### src/rtl/cla_adder_pipe_if.sv
// Operand/result handshake bundle for the pipelined CLA adder/subtractor.
// Latency: none (wires only).
// Backpressure: in_ready/out_ready carry valid-ready flow control in each direction.
interface cla_adder_pipe_if #(
    parameter int WIDTH = 16
);
    logic             in_valid;
    logic             in_ready;
    logic [WIDTH-1:0] x;
    logic [WIDTH-1:0] y;
    logic             cin;
    logic             sub;
    logic             out_valid;
    logic             out_ready;
    logic [WIDTH-1:0] s;
    logic             cout;
    logic             ovf;
    logic             zero;

    // Producer/consumer side: drives operands and out_ready, sees results.
    modport master (
        output in_valid, x, y, cin, sub, out_ready,
        input  in_ready, out_valid, s, cout, ovf, zero
    );

    // Adder side.
    modport slave (
        input  in_valid, x, y, cin, sub, out_ready,
        output in_ready, out_valid, s, cout, ovf, zero
    );
endinterface

### src/rtl/cla_adder_pipe.sv
// Two-stage pipelined carry-lookahead adder/subtractor with overflow and zero flags.
// Latency: result registered one edge after operand acceptance (s1, then s2 drives outputs).
// Backpressure: in_ready = !s1_valid || !out_valid || out_ready; outputs hold while stalled.
module cla_adder_pipe #(
    parameter int WIDTH = 16
) (
    input  logic               clk,
    input  logic               rst_n,
    cla_adder_pipe_if.slave    bus
);
    localparam int NB = WIDTH / 4;   // 4-bit blocks
    localparam int NS = WIDTH / 16;  // super-groups of 4 blocks

    if ((WIDTH % 16) != 0 || WIDTH < 16) begin : g_width_check
        $error("cla_adder_pipe: WIDTH must be a positive multiple of 16");
    end

    // ---------------- stage 1 combinational: P/G and block lookahead ----------------
    logic [WIDTH-1:0]     y_eff;
    logic [WIDTH-1:0]     p_d;
    logic [WIDTH-1:0]     g_d;
    logic                 c0_d;
    logic [NB-1:0]        gb_d;
    logic [NB-1:0]        pb_d;
    logic [NB-1:0][2:0]   ci0_d;   // block-internal carries c3..c1 assuming block carry-in 0
    logic [NB-1:0][2:0]   ci1_d;   // same, assuming block carry-in 1
    logic [3:0]           s1_bp;
    logic [3:0]           s1_bg;

    // Invert Y for subtract, then per-block group G/P and both carry-select candidates.
    always_comb begin
        y_eff = bus.sub ? ~bus.y : bus.y;
        c0_d  = bus.sub | bus.cin;
        p_d   = bus.x ^ y_eff;
        g_d   = bus.x & y_eff;
        gb_d  = '0;
        pb_d  = '0;
        ci0_d = '0;
        ci1_d = '0;
        s1_bp = '0;
        s1_bg = '0;
        for (int k = 0; k < NB; k++) begin
            s1_bp = p_d[4*k +: 4];
            s1_bg = g_d[4*k +: 4];
            gb_d[k] = s1_bg[3] | (s1_bp[3] & s1_bg[2]) | (s1_bp[3] & s1_bp[2] & s1_bg[1])
                    | (s1_bp[3] & s1_bp[2] & s1_bp[1] & s1_bg[0]);
            pb_d[k] = &s1_bp;
            ci0_d[k] = {s1_bg[2] | (s1_bp[2] & s1_bg[1]) | (s1_bp[2] & s1_bp[1] & s1_bg[0]),
                        s1_bg[1] | (s1_bp[1] & s1_bg[0]),
                        s1_bg[0]};
            ci1_d[k] = {s1_bg[2] | (s1_bp[2] & s1_bg[1]) | (s1_bp[2] & s1_bp[1] & s1_bg[0])
                                 | (s1_bp[2] & s1_bp[1] & s1_bp[0]),
                        s1_bg[1] | (s1_bp[1] & s1_bg[0]) | (s1_bp[1] & s1_bp[0]),
                        s1_bg[0] | s1_bp[0]};
        end
    end

    // ---------------- pipeline control ----------------
    logic s1_valid;
    logic out_valid_q;
    logic s2_adv;
    logic s1_adv;

    assign s2_adv       = !out_valid_q || bus.out_ready;
    assign s1_adv       = !s1_valid || s2_adv;
    assign bus.in_ready = s1_adv;

    // ---------------- stage 1 registers ----------------
    logic [WIDTH-1:0]   s1_p;
    logic               s1_c0;
    logic [NB-1:0]      s1_gb;
    logic [NB-1:0]      s1_pb;
    logic [NB-1:0][2:0] s1_ci0;
    logic [NB-1:0][2:0] s1_ci1;

    // s1 occupancy: refilled (or emptied) whenever the stage can advance.
    always_ff @(posedge clk or negedge rst_n) begin
        if (!rst_n) begin
            s1_valid <= 1'b0;
        end else if (s1_adv) begin
            s1_valid <= bus.in_valid;
        end
    end

    // s1 payload: captured only on an input transfer, held otherwise.
    always_ff @(posedge clk) begin
        if (s1_adv && bus.in_valid) begin
            s1_p   <= p_d;
            s1_c0  <= c0_d;
            s1_gb  <= gb_d;
            s1_pb  <= pb_d;
            s1_ci0 <= ci0_d;
            s1_ci1 <= ci1_d;
        end
    end

    // ---------------- stage 2 combinational: super-group lookahead and select ----------------
    logic [WIDTH:0]   c;
    logic             cs;
    logic [3:0]       gs;
    logic [3:0]       ps;
    logic [3:0]       cb;
    logic [2:0]       sel;
    logic [WIDTH-1:0] sum_d;

    // Block carries by level-2 lookahead inside each super-group; super-group carries ripple.
    always_comb begin
        c   = '0;
        cs  = s1_c0;
        gs  = '0;
        ps  = '0;
        cb  = '0;
        sel = '0;
        for (int j = 0; j < NS; j++) begin
            gs = s1_gb[4*j +: 4];
            ps = s1_pb[4*j +: 4];
            cb[0] = cs;
            cb[1] = gs[0] | (ps[0] & cs);
            cb[2] = gs[1] | (ps[1] & gs[0]) | (ps[1] & ps[0] & cs);
            cb[3] = gs[2] | (ps[2] & gs[1]) | (ps[2] & ps[1] & gs[0]) | (ps[2] & ps[1] & ps[0] & cs);
            for (int i = 0; i < 4; i++) begin
                sel = cb[i] ? s1_ci1[4*j + i] : s1_ci0[4*j + i];
                c[16*j + 4*i +: 4] = {sel, cb[i]};
            end
            cs = gs[3] | (ps[3] & gs[2]) | (ps[3] & ps[2] & gs[1]) | (ps[3] & ps[2] & ps[1] & gs[0])
               | ((&ps) & cs);
        end
        c[WIDTH] = cs;
        sum_d    = s1_p ^ c[WIDTH-1:0];
    end

    // ---------------- stage 2 registers (drive outputs) ----------------
    logic [WIDTH-1:0] s_q;
    logic             cout_q;
    logic             ovf_q;
    logic             zero_q;

    // Output stage: loads from s1 when the consumer is not stalling it.
    always_ff @(posedge clk or negedge rst_n) begin
        if (!rst_n) begin
            out_valid_q <= 1'b0;
            s_q         <= '0;
            cout_q      <= 1'b0;
            ovf_q       <= 1'b0;
            zero_q      <= 1'b1;
        end else if (s2_adv) begin
            out_valid_q <= s1_valid;
            if (s1_valid) begin
                s_q    <= sum_d;
                cout_q <= c[WIDTH];
                ovf_q  <= c[WIDTH] ^ c[WIDTH-1];
                zero_q <= ~|sum_d;
            end
        end
    end

    assign bus.out_valid = out_valid_q;
    assign bus.s         = s_q;
    assign bus.cout      = cout_q;
    assign bus.ovf       = ovf_q;
    assign bus.zero      = zero_q;
endmodule

### src/flat_wrapper.sv
// flat-port wrapper written by rule: the top's interface ports become plain ports
module cla_adder_pipe_flat 
#(
    parameter int WIDTH = 16
)
  (clk, rst_n, bus_in_valid, bus_x, bus_y, bus_cin, bus_sub, bus_out_ready, bus_in_ready, bus_out_valid, bus_s, bus_cout, bus_ovf, bus_zero);
  cla_adder_pipe_if #(.WIDTH(WIDTH)) bus_i ();
  input  logic clk;
  input  logic rst_n;
  input wire logic [$bits(bus_i.in_valid)-1:0] bus_in_valid;
  input wire logic [$bits(bus_i.x)-1:0] bus_x;
  input wire logic [$bits(bus_i.y)-1:0] bus_y;
  input wire logic [$bits(bus_i.cin)-1:0] bus_cin;
  input wire logic [$bits(bus_i.sub)-1:0] bus_sub;
  input wire logic [$bits(bus_i.out_ready)-1:0] bus_out_ready;
  output wire logic [$bits(bus_i.in_ready)-1:0] bus_in_ready;
  output wire logic [$bits(bus_i.out_valid)-1:0] bus_out_valid;
  output wire logic [$bits(bus_i.s)-1:0] bus_s;
  output wire logic [$bits(bus_i.cout)-1:0] bus_cout;
  output wire logic [$bits(bus_i.ovf)-1:0] bus_ovf;
  output wire logic [$bits(bus_i.zero)-1:0] bus_zero;
  assign bus_i.in_valid = bus_in_valid;
  assign bus_i.x = bus_x;
  assign bus_i.y = bus_y;
  assign bus_i.cin = bus_cin;
  assign bus_i.sub = bus_sub;
  assign bus_i.out_ready = bus_out_ready;
  assign bus_in_ready = bus_i.in_ready;
  assign bus_out_valid = bus_i.out_valid;
  assign bus_s = bus_i.s;
  assign bus_cout = bus_i.cout;
  assign bus_ovf = bus_i.ovf;
  assign bus_zero = bus_i.zero;
  cla_adder_pipe #(.WIDTH(WIDTH)) u_core (.clk(clk), .rst_n(rst_n), .bus(bus_i));
endmodule
### config.mk
export PLATFORM = sky130hd
export DESIGN_NAME = cla_adder_pipe_flat
export DESIGN_NICKNAME = d
export VERILOG_FILES = /design/src/rtl/cla_adder_pipe_if.sv /design/src/rtl/cla_adder_pipe.sv /design/src/flat_wrapper.sv
export SDC_FILE = /design/constraint.sdc
export NUM_CORES = 1
export LEC_CHECK = 0
export BUFFER_PORTS_ARGS = -buffer_cell sky130_fd_sc_hd__buf_2
export CAP_MARGIN = 10
export CORE_MARGIN = 4
export CORE_UTILIZATION = 50
export CTS_BUF_LIST = sky130_fd_sc_hd__clkbuf_16
export CTS_CLUSTER_DIAMETER = 80
export DETAILED_ROUTE_END_ITERATION = 8
export PLACE_DENSITY = 0.7
export SYNTH_ARGS = -nofsm -noshare
export SYNTH_HDL_FRONTEND = slang
export SYNTH_SLANG_ARGS = --single-unit
### constraint.sdc
create_clock -name clk -period 3.3 [get_ports clk]
set_input_delay 0.165 -clock clk [delete_from_list [all_inputs] [get_ports clk]]
set_output_delay 0.165 -clock clk [all_outputs]
set_load 0.005 [all_outputs]
# After elaboration in Yosys (flattened, before gate mapping)
# Index checks and enable logic that the tools add are counted.
[classes]
n_bitwise = 111
n_reduce_logical = 13
mux = 5
[op_table]
columns = ["operator", "count"]
rows = [
  ["AND 1 bit", 59],
  ["bitwise OR 1 bit", 47],
  ["XOR 16 bit", 2],
  ["AND reduction 4 bit", 5],
  ["AND 16 bit", 1],
  ["2-to-1 mux 16 bit", 1],
  ["inverter 16 bit", 1],
  ["OR reduction 16 bit", 1],
  ["2-to-1 mux 3 bit", 4],
  ["zero test 1 bit", 3],
  ["logical OR 1 bit", 2],
  ["AND reduction 2 bit", 1],
  ["logical AND 1 bit", 1],
  ["XOR 1 bit", 1],
]
[totals]
input_bits = 38
word_cells = 147
regBits = 70
out_inout_bits = 21

# Logic depth before layout (Yosys ltp)
# Gate-level depths: netlist of the first run.
[logic_depth]
depth_word = 8
depth_mapped = 7
ltp_nobuf = 6

# Worst setup path after synthesis of the first run
# OpenSTA, ideal clock, no wires.
[synth_timing]
kind = "reg-to-reg"
startpoint = "reg u_core.out_valid_q, in the netlist u_core.bus.out_valid"
endpoint = "reg u_core.s1_gb[0], in the netlist u_core.gs[0] (enable)"
slack_ps = 1161
setup_ps = 412
arrival_time_ps = 1727
n_path_buf = 0
t_required_ps = 2888
path_stages_with_launch = 3
synth_period_minus_slack_ps = 2139
path_cell_list = "dfrtp_1 -> nand3b_1 -> and2_1"
[synth_between]
elab_chain_len = 4
[synth_lines]
columns = ["item", "line_no", "source"]
rows = [
  ["start, declared", "cla_adder_pipe.sv:60", "logic out_valid_q;"],
  ["start signal, assigned", "cla_adder_pipe.sv:147", "out_valid_q <= s1_valid;"],
  ["zero test 1 bit", "cla_adder_pipe.sv:64", "assign s2_adv = !out_valid_q || bus.out_ready;"],
  ["logical OR 1 bit", "cla_adder_pipe.sv:64", ""],
  ["logical OR 1 bit", "cla_adder_pipe.sv:65", "assign s1_adv = !s1_valid || s2_adv;"],
  ["via bus_in_ready", "flat_wrapper.sv:16", "output wire logic [$bits(bus_i.in_ready)-1:0] bus_in_ready;"],
  ["logical AND 1 bit", "cla_adder_pipe.sv:87", "if (s1_adv && bus.in_valid) begin"],
  ["end signal, assigned", "cla_adder_pipe.sv:90", "s1_gb <= gb_d;"],
  ["end, declared", "cla_adder_pipe.sv:71", "logic [NB-1:0] s1_gb;"],
]
# The timed path passes the listed nets, and every way through them passes these cells.
# A chain may end at the register's enable or synchronous reset.

# Worst setup path after layout of the first run
[layout_timing]
startpoint = "reg u_core.s1_c0"
endpoint = "reg u_core.zero_q, in the netlist u_core.bus.zero"
[layout_between]
elab_chain_len = 6
elab_cells_between_ends = 13
cone_classes = "mux: 4; bitwise: 7; reduce/logical: 2"
[layout_lines]
columns = ["item", "line_no", "source"]
rows = [
  ["start, declared", "cla_adder_pipe.sv:70", "logic s1_c0;"],
  ["start signal, assigned", "cla_adder_pipe.sv:89", "s1_c0 <= c0_d;"],
  ["AND 1 bit (on tied branches)", "cla_adder_pipe.sv:118, cla_adder_pipe.sv:119, cla_adder_pipe.sv:120", ""],
  ["bitwise OR 1 bit (on tied branches)", "cla_adder_pipe.sv:118, cla_adder_pipe.sv:119, cla_adder_pipe.sv:120", ""],
  ["2-to-1 mux 3 bit", "cla_adder_pipe.sv:122", "sel = cb[i] ? s1_ci1[4*j + i] : s1_ci0[4*j + i];"],
  ["XOR 16 bit *", "cla_adder_pipe.sv:129", "sum_d = s1_p ^ c[WIDTH-1:0];"],
  ["OR reduction 16 bit *", "cla_adder_pipe.sv:152", "zero_q <= ~|sum_d;"],
  ["zero test 1 bit *", "cla_adder_pipe.sv:152", ""],
  ["end signal, assigned", "cla_adder_pipe.sv:152", ""],
  ["end, declared", "cla_adder_pipe.sv:136", "logic zero_q;"],
]
# Every way passes the cells marked *; elsewhere a longest branch is shown, timed or not.

==> impl_metrics.tcl, run 1 <==
set metrics [dict create \
    outcome "finished clean" \
    reg2reg_from "u_core.s1_c0" \
    antenna_found_initial 0 \
    r2r_cells 6 \
    path_class "reg2reg" \
    rsz0062_at_grt "no" \
    p_per_area_nw_per_um2 645 \
    nets 360 \
    crit_end "u_core.bus.zero" \
    ys_warn_count 0 \
    finalSetupTns_ns 0 \
    cts_setup_buffers 0 \
    leakage_nw 1.82 \
    finalHoldWorstSlack_ns 0.0357 \
    r2r_end "u_core.bus.zero" \
    path_clk_slew_ns 0.06 \
    synth_area_sq_um 3280 \
    crit_required_ns 3.56 \
    maxSlewHeadroom_pct 26.9 \
    final_common_cell "buf_2" \
    grt_pass1_vias 1964 \
    routed_wirelength_mm 5.51 \
    final_cell_mix "buf_2 (58), edfxtp_1 (49), xor2_1 (31)" \
    port_buffers 58 \
    die_area_sq_um 7930 \
    first_pass_iters 4 \
    synth_seq_cells 70 \
    cts_tree "done" \
    start_util_pct 51.7 \
    fmax_mhz 513 \
    ant_nets 0 \
    postPlaceCellArea_sq_um 3650 \
    tightestPinTransition_ns 1.10 \
    boundaryPins 59 \
    ir_drop_uv 418 \
    grt_pass1_wl_mm 9.15 \
    avgSynthCellArea_sq_um 13.9 \
    yosysSeqAreaShare_pct 60.8 \
    clock-skew-final_ns 0.00830 \
    clk_latency_ns 0.33 \
    synth_top_area_share_pct 44.8 \
    synth_area_leaders "edfxtp_1 (45%), dfrtp_1 (15%), xor2_1 (8.3%), ha_1 (7.6%), mux2i_1 (3.7%)" \
    final_area_sq_um 3970 \
    setup_ws_ns 1.35 \
    grt_max_degree 50 \
    fin_util_pct 62.6 \
    cts_sinks 70 \
    drive_gt1_share_pct 29.0 \
    min_path_type "in2reg" \
    layout.cells.non_filler 384 \
    finalCritPeriodShare_pct 59.1 \
    dp_hpwl_mm 4.06 \
    row_count 29 \
    antenna_cells 0 \
    rrSetupSlack_ns 1.35 \
    syn2layout_area_growth_pct 21.0 \
    clockRootBuffer "clkbuf_16" \
    end_kind "register" \
    vias 1941 \
    worstSetupStartpoint "u_core.s1_c0" \
    syn_inst 237 \
    dieHeight_microns 89.1 \
    track_usage_pct 15.9 \
    hold_violations 0 \
    gp_congestion 0.709 \
    cts_buffer_depth 2 \
    vias_per_cell 5.05 \
    slew_viol_final 0 \
    period_needed_ns 1.95 \
    wl_per_cell_microns 14.4 \
    drc 0 \
    numCtsBuffers 9 \
    synth_nets 295 \
    gr-total-overflow 0 \
    preCtsSetupSlack_ns 1.32 \
    cp-start-kind "register" \
    ys_types 30 \
    yosys.area.top_type "edfxtp_1" \
    ctsHtreeMaxLevel 3 \
    drv_cap 0 \
    dp_cells 367 \
    setup_viol 0 \
    power.total_mw 2.56 \
    core_sq_um 6350 \
    die_x_microns 89.1 \
    cp_max_fo 6 \
    drt_iter0_drc 110 \
    critPathArrivalTime_ns 2.21 \
]
[metal layers]
layer	vias up	wire length [microns]	track usage, %
met5	-	0	0
met4	0	179	11.5
met3	11	261	2.76
met2	50	2680	25.4
met1	898	2390	19.5
li1	982	-	-
[worst min path at each step]
| stage | startpoint | to | slack [ns] | cells past startpoint |
|---|---|---|---|---|
| 6_report | bus_in_valid | u_core.s1_valid | 0.04 | 2 |
| 2_1_floorplan | rst_n | u_core.bus.cout | -0.13 | 0 |
| 4_1_cts | bus_in_valid | u_core.s1_valid | 0.03 | 2 |
| 3_3_place_gp | rst_n | u_core.bus.s[4] | 0.14 | 1 |
| 5_1_grt | bus_in_valid | u_core.s1_valid | 0.06 | 2 |
| 3_5_place_dp | rst_n | u_core.bus.s[4] | 0.14 | 1 |
[registers in the layout, summed over array words and instances, names as in the netlist]
| signal | count |
|---|---|
| u_core.bus.s | 16 |
| u_core.s1_p | 16 |
| u_core.s1_ci0 | 12 |
| u_core.s1_ci1 | 12 |
| u_core.gs | 4 |
| u_core.ps | 4 |
| u_core.bus.cout | 1 |
| u_core.bus.out_valid | 1 |
| u_core.bus.ovf | 1 |
| u_core.bus.zero | 1 |
| u_core.s1_c0 | 1 |
| u_core.s1_valid | 1 |
[where the power goes]
part,switching (mW),internal [mW]
registers,0.0623,1.09
logic,0.217,0.190
clock network,0.345,0.656
total,0.625,1.94
[area by class of cell]
cell class | count | area (sq um)
fillers | 500 | 2380
clock inverters | 7 | 88.8
repair buffers | 60 | 308
clock buffers | 9 | 225
inverters | 12 | 45.0
flip-flops and latches | 70 | 2000
well taps | 77 | 96.3
multi-input cells | 149 | 1210
[synth_stat cells (all sizes together)]
cell	instances
nand4	3
dfstp	1
a21o	17
nor2	1
buf	2
xnor2	2
xor2	32
a21oi	4
or2	1
mux2	1
nand2	21
and2	1
nor4b	1
inv	12
nand2b	3
edfxtp	49
mux2i	12
ha	20
and4	5
clkbuf	4
a31o	4
dfrtp	20
nand3b	1
o21ai	20
[repair_timing]
| action | CTS | global route |
|---|---|---|
| resized for setup | 0 | 0 |
| hold buffers | 1 | 0 |
| hold endpoints to repair | 20 | 0 |
[worst max-delay path, cell delays in order (launching register included)]
cell      delay [ns]
edfxtp_1        0.56
a21o_4          0.31
xnor2_1         0.27
nand4_1         0.17
nor4b_2         0.29
nand4_1         0.12
o21ai_1         0.15
[cell families after synthesis]
| group | Yosys count | share of synthesized area (%) |
|---|---|---|
| and+or+nand+nor | 37 | 6.06 |
| buffers and inverters | 18 | 2.32 |
| AOI/OAI and AO/OA | 45 | 9.87 |
| DFF | 70 | 60.8 |
| muxes | 13 | 4.00 |
| xor gates and xnor gates | 34 | 9.30 |
| adders and majority gates | 20 | 7.62 |
(Power assumes the default switching activity.)
==> run 2, diff against run 1 <==
Settings changed: ABC_AREA set to 1, PLACE_DENSITY 0.7 to 0.69.
Clock period 3.3 ns to 1.99 ns, I/O delays scaled along.
==> impl_metrics.tcl, run 2 <==
set metrics [dict create \
    dp_hpwl_mm 4.91 \
    gp_congestion 0.840 \
    finalSetupTns_ns 0 \
    met2_usage_pct 29.4 \
    die_x_microns 92.2 \
    p_seq_share_pct 45.1 \
    ys_warn_count 0 \
    cp-start-kind "register" \
    ir_drop_uv 514 \
    drv_cap 0 \
    min_path_type "in2reg" \
    path_clk_slew_ns 0.06 \
    end_kind "register" \
    synth_ff_type "edfxtp_1" \
    numCtsBuffers 9 \
    hold_violations 0 \
    internal-power_mw 3.21 \
    postPlaceCellArea_sq_um 3970 \
    outcome "finished clean" \
    synth_area_leaders "edfxtp_1 (41%), dfrtp_1 (14%), nand2_1 (9.7%), ha_1 (7.1%), inv_1 (4.9%)" \
    nets 478 \
    wl_per_cell_microns 12.5 \
    slew_viol_final 0 \
    ctsResizeCount 0 \
    finalCritPeriodShare_pct 78.8 \
    synth_nets 409 \
    period_needed_ns 1.57 \
    drt_iter0_drc 104 \
    grt_use_met1_pct 19.9 \
    yosys.area.top_type "edfxtp_1" \
    drive_gt1_share_pct 22.6 \
    leakage_nw 2.09 \
    crit_required_ns 2.26 \
    p_comb_share_pct 20.3 \
    p_sw_share_pct 27.8 \
    fin_util_pct 62.6 \
    routed_wirelength_mm 6.53 \
    gr-total-overflow 0 \
    first_pass_iters 5 \
    synthArstFlopShare_pct 30.0 \
    track_usage_pct 17.0 \
    switchingPower_mw 1.23 \
    cts_sinks 70 \
    critPathArrivalTime_ns 1.84 \
    gr-usage-met3_pct 4.84 \
    finalHoldWorstSlack_ns 0.0294 \
    worstSetupStartpoint "u_core.s1_c0" \
    cp_cell_sequence "buf_4 > inv_2 > nand2_1 > nand2_1 > nand2_1 > nand2_1 > nand3_1 > nor2_2 > nand2_1 > nor2_2 > nand3_1 > nand2_1" \
    yosysSeqAreaShare_pct 56.3 \
    reg2reg_from "u_core.s1_c0" \
    final_area_sq_um 4280 \
    clk_latency_ns 0.33 \
    preCtsSetupSlack_ns 0.157 \
    setup_viol 0 \
    yosys-top-cells-count "nand2_1 (92), edfxtp_1 (49), inv_1 (46)" \
    p_per_area_nw_per_um2 1040 \
    die_area_sq_um 8510 \
    maxSlewHeadroom_pct 67.5 \
    cts_tree "done" \
    critPathSlowestCell "edfxtp_1" \
    clockRootBuffer "clkbuf_16" \
    dp_cells 503 \
    yosysMostFrequentCell "nand2_1" \
    synth-edff-count 49 \
    grt_pass1_vias 2473 \
    cts_buffer_depth 2 \
    synth_seq_cells 70 \
    drc 0 \
    port_buffers 58 \
    ys_types 29 \
    cp_max_fo 7 \
    nFillCells 598 \
    boundaryPins 59 \
    syn_inst 351 \
    rsz0062_at_grt "no" \
    layout.cells.non_filler 521 \
    antenna_found_initial 0 \
    grt_pass1_wl_mm 11.1 \
    syn2layout_area_growth_pct 20.6 \
    top_usage_layer "met2" \
    final_cell_mix "nand2_1 (92), buf_2 (58), edfxtp_1 (49)" \
    clockPowerShare_pct 34.6 \
    synth_area_sq_um 3550 \
    antenna_cells 0 \
    power.total_mw 4.44 \
    start_util_pct 51.9 \
    crit_top_cell "nand2_1" \
    vias 2500 \
    grt_max_degree 50 \
    synth_top_area_share_pct 41.5 \
    slowest_delay_ns 0.48 \
    core_sq_um 6830 \
    min_from "bus_cin" \
    dieHeight_microns 92.2 \
    clock-skew-final_ns 0.00671 \
    final_common_cell "nand2_1" \
    path_class "reg2reg" \
    fmax_mhz 638 \
    avgSynthCellArea_sq_um 10.1 \
    ctsHtreeMaxLevel 3 \
    row_count 30 \
    setup_ws_ns 0.422 \
    vias_per_cell 4.80 \
    tightestPinTransition_ns 0.487 \
    ant_nets 0 \
]
-- run 2: cell type report --
type,instances,area (sq um),area share [%]
sequential,70,2000,46.7
multi-input combinational,225,1330,31.0
timing repair buffer,64,353,8.25
clock buffer,9,225,5.27
inverter,50,188,4.39
tap,96,120,2.81
clock inverter,7,66.3,1.55
-- run 2: power by group through the flow --
stage                     sequential, mW  combinational, mW  clock, mW
final                               2.00              0.903       1.54
after global routing                2.04               1.05       1.64
after CTS                           2.01              0.924       1.58
after detailed placement            2.03              0.915          0
after global placement              2.02              0.891          0
after floorplan                     2.02              0.566          0
-- run 2: cells by family after synthesis --
family	synth area share, %
AND/OR/NAND/NOR	20.2
adder cells (fa/ha/maj)	7.05
flip-flops	56.3
XOR/XNOR	4.69
buffers and inverters	6.28
AO/OA/AOI/OAI	5.47
-- run 2: per-layer routing --
metal | routed length, microns | part of all wire [%] | up-vias
met5 | 0 | 0 | -
met4 | 95 | 1.5 | 0
met3 | 300 | 4.6 | 8
met2 | 3280 | 50 | 49
met1 | 2860 | 44 | 1151
li1 | - | - | 1292
-- run 2: path summary, 6_finish.rpt --
path,slack [ns],end,depth (start not counted)
worst min-delay path,0.03,u_core.s1_c0,2
max in group asynchronous,1.36,u_core.bus.zero,2
worst min register to register,0.47,u_core.bus.zero,2
min in group asynchronous,0.27,u_core.bus.s[2],2
worst max-delay path,0.42,u_core.bus.zero,12
worst max register to register,0.42,u_core.bus.zero,12
-- run 2: repair_timing --
action                                 in CTS  in global routing
buffers inserted                            0                  0
hold buffers                                2                  0
endpoints found under the hold margin      21                  0
-- run 2: critical path, delay by kind of cell (launching register included) --
kind | cells | cell delay (ns)
and+or+nand+nor | 10 | 0.72
DFF | 1 | 0.48
buffers and inverters | 2 | 0.31
==> run 3, diff against run 2 <==
Settings changed: ABC_AREA 1 to 0, PLACE_DENSITY 0.69 to 0.7.
Clock period 1.99 ns to 1.5 ns, I/O delays scaled along.
==> impl_metrics.tcl, run 3 (synthesized netlist as in run 1, its figures left out) <==
set metrics [dict create \
    outcome "finished, violations left" \
    violations "setup timing" \
    path_clk_slew_ns 0.05 \
    slowest_delay_ns 0.40 \
    drv_cap 0 \
    maxSlewHeadroom_pct 68.2 \
    worst-path-stages 7 \
    p_seq_share_pct 46.3 \
    fmax_mhz 540 \
    grt_pass1_vias 2104 \
    ant_nets 0 \
    crit_end "u_core.bus.zero" \
    critPathTopFamily "compound AO/OA/AOI/OAI gates" \
    layout.cells.non_filler 415 \
    gp_congestion 0.733 \
    setup_viol 7 \
    clk_latency_ns 0.33 \
    syn2layout_area_growth_pct 27.6 \
    antenna_cells 0 \
    wl_per_cell_microns 13.8 \
    routed_wirelength_mm 5.73 \
    track_usage_pct 16.5 \
    crit_required_ns 1.76 \
    grt_max_degree 50 \
    reg2reg_from "u_core.s1_c0" \
    multiInputGateArea_sq_um 1230 \
    grt_pass1_wl_mm 9.51 \
    die_x_microns 89.1 \
    final_cell_mix "buf_2 (57), edfxtp_1 (49), xor2_1 (31)" \
    ir_drop_uv 886 \
    gr-total-overflow 0 \
    cp_num_buf_inv 1 \
    critPathArrivalTime_ns 2.11 \
    seq_area_sq_um 2000 \
    cp_cell_sequence "buf_6 > a21o_4 > a21oi_4 > mux2i_1 > xor2_1 > nand4_1 > o21ai_1" \
    final_common_cell "buf_2" \
    r2r_cells 7 \
    drt_iter0_drc 81 \
    antenna_found_initial 0 \
    path_class "reg2reg" \
    cp_max_fo 4 \
    switchingPower_mw 1.41 \
    core_sq_um 6350 \
    dp_cells 395 \
    clock-skew-final_ns 0.00530 \
    cp-start-kind "register" \
    p_comb_share_pct 20.1 \
    leakage_nw 1.95 \
    rrSetupSlack_ns -0.35 \
    clockPowerShare_pct 33.6 \
    cts_buffer_depth 2 \
    dp_hpwl_mm 4.27 \
    start_util_pct 51.7 \
    setup_ws_ns -0.352 \
    cts_sinks 70 \
    dieHeight_microns 89.1 \
    clockRootBuffer "clkbuf_16" \
    r2r_end "u_core.bus.zero" \
    internal-power_mw 4.05 \
    min_path_type "in2reg" \
    finalSetupTns_ns -1.13 \
    end_kind "register" \
    slew_viol_final 0 \
    nFillCells 466 \
    die_area_sq_um 7930 \
    boundaryPins 59 \
    holdPathStages 2 \
    hold_violations 0 \
    worstSetupStartpoint "u_core.s1_c0" \
    p_per_area_nw_per_um2 1300 \
    port_buffers 58 \
    drc 0 \
    rsz0062_at_grt "yes" \
    first_pass_iters 4 \
    tightestPinTransition_ns 0.476 \
    drive_gt1_share_pct 35.5 \
    row_count 29 \
    critPathSlowestCell "edfxtp_1" \
    p_sw_share_pct 25.8 \
    vias 2077 \
    numCtsBuffers 9 \
    nets 391 \
    vias_per_cell 5.00 \
    period_needed_ns 1.85 \
    cts_tree "done" \
    finalCritPeriodShare_pct 123 \
    ctsHtreeMaxLevel 3 \
]
==> run 3: final cells by class <==
| type | count | area share, % |
|---|---|---|
| Inverter | 12 | 1.07 |
| Clock inverter | 7 | 0.806 |
| Sequential cell | 70 | 47.7 |
| Tap cell | 77 | 2.30 |
| Multi-Input combinational cell | 149 | 29.3 |
| Timing Repair Buffer | 91 | 13.5 |
| Clock buffer | 9 | 5.37 |
==> run 3: worst min path at each step <==
stage / from / to / slack [ns]
floorplan: rst_n / u_core.bus.cout / -0.22
global placement: rst_n / u_core.bus.out_valid / 0.05
detailed placement: rst_n / u_core.bus.s[2] / 0.05
CTS: bus_cin / u_core.s1_c0 / 0.01
global route: bus_cin / u_core.s1_c0 / 0.02
finish: bus_cin / u_core.s1_c0 / 0.02
==> run 3: layer usage <==
metal | share of wire, % | GRT usage, % | vias to the layer above | routed length [microns]
met4 | 2.0 | 10.8 | 0 | 115
met2 | 52 | 27.9 | 50 | 2970
met3 | 4.6 | 3.04 | 7 | 266
li1 | - | - | 1042 | -
met1 | 42 | 19.2 | 978 | 2380
met5 | 0 | 0 | - | 0
==> run 3: through the flow <==
stage          instance area, sq um  hold WS, ns  total power, mW  util, %  setup slack [ns]
3_3_place_gp                   3870       0.0531             3.60     61.0            -0.308
4_1_cts                        4170       0.0143             5.51     65.7            -0.343
5_1_grt                        4190       0.0194             5.75     66.0            -0.465
3_5_place_dp                   3870       0.0546             3.64     61.0            -0.348
6_report                       4190       0.0198             5.46     66.0            -0.352
2_1_floorplan                  3320       -0.221             3.14        -            -0.148
==> run 3: timing repair <==
action / in CTS / in global routing
hold endpoints to repair: 21 / 0
setup buffers: 2 / 1
setup endpoints to repair: 8 / 18
gates resized for setup: 5 / 11
pin swaps: 6 / 6
hold buffers: 2 / 0
==> run 3: power groups by stage <==
stage          sequential, mW  clock (mW)  combinational (mW)
2_1_floorplan            2.56           0               0.577
3_3_place_gp             2.56           0                1.04
3_5_place_dp             2.57           0                1.07
4_1_cts                  2.54        1.87                1.10
5_1_grt                  2.56        1.95                1.24
6_report                 2.53        1.83                1.10
==> run 3: worst register-to-register path, cell delays in order (launching register included) <==
cell,delay [ns]
edfxtp_1,0.40
buf_6,0.15
a21o_4,0.21
a21oi_4,0.21
mux2i_1,0.24
xor2_1,0.23
nand4_1,0.18
o21ai_1,0.17
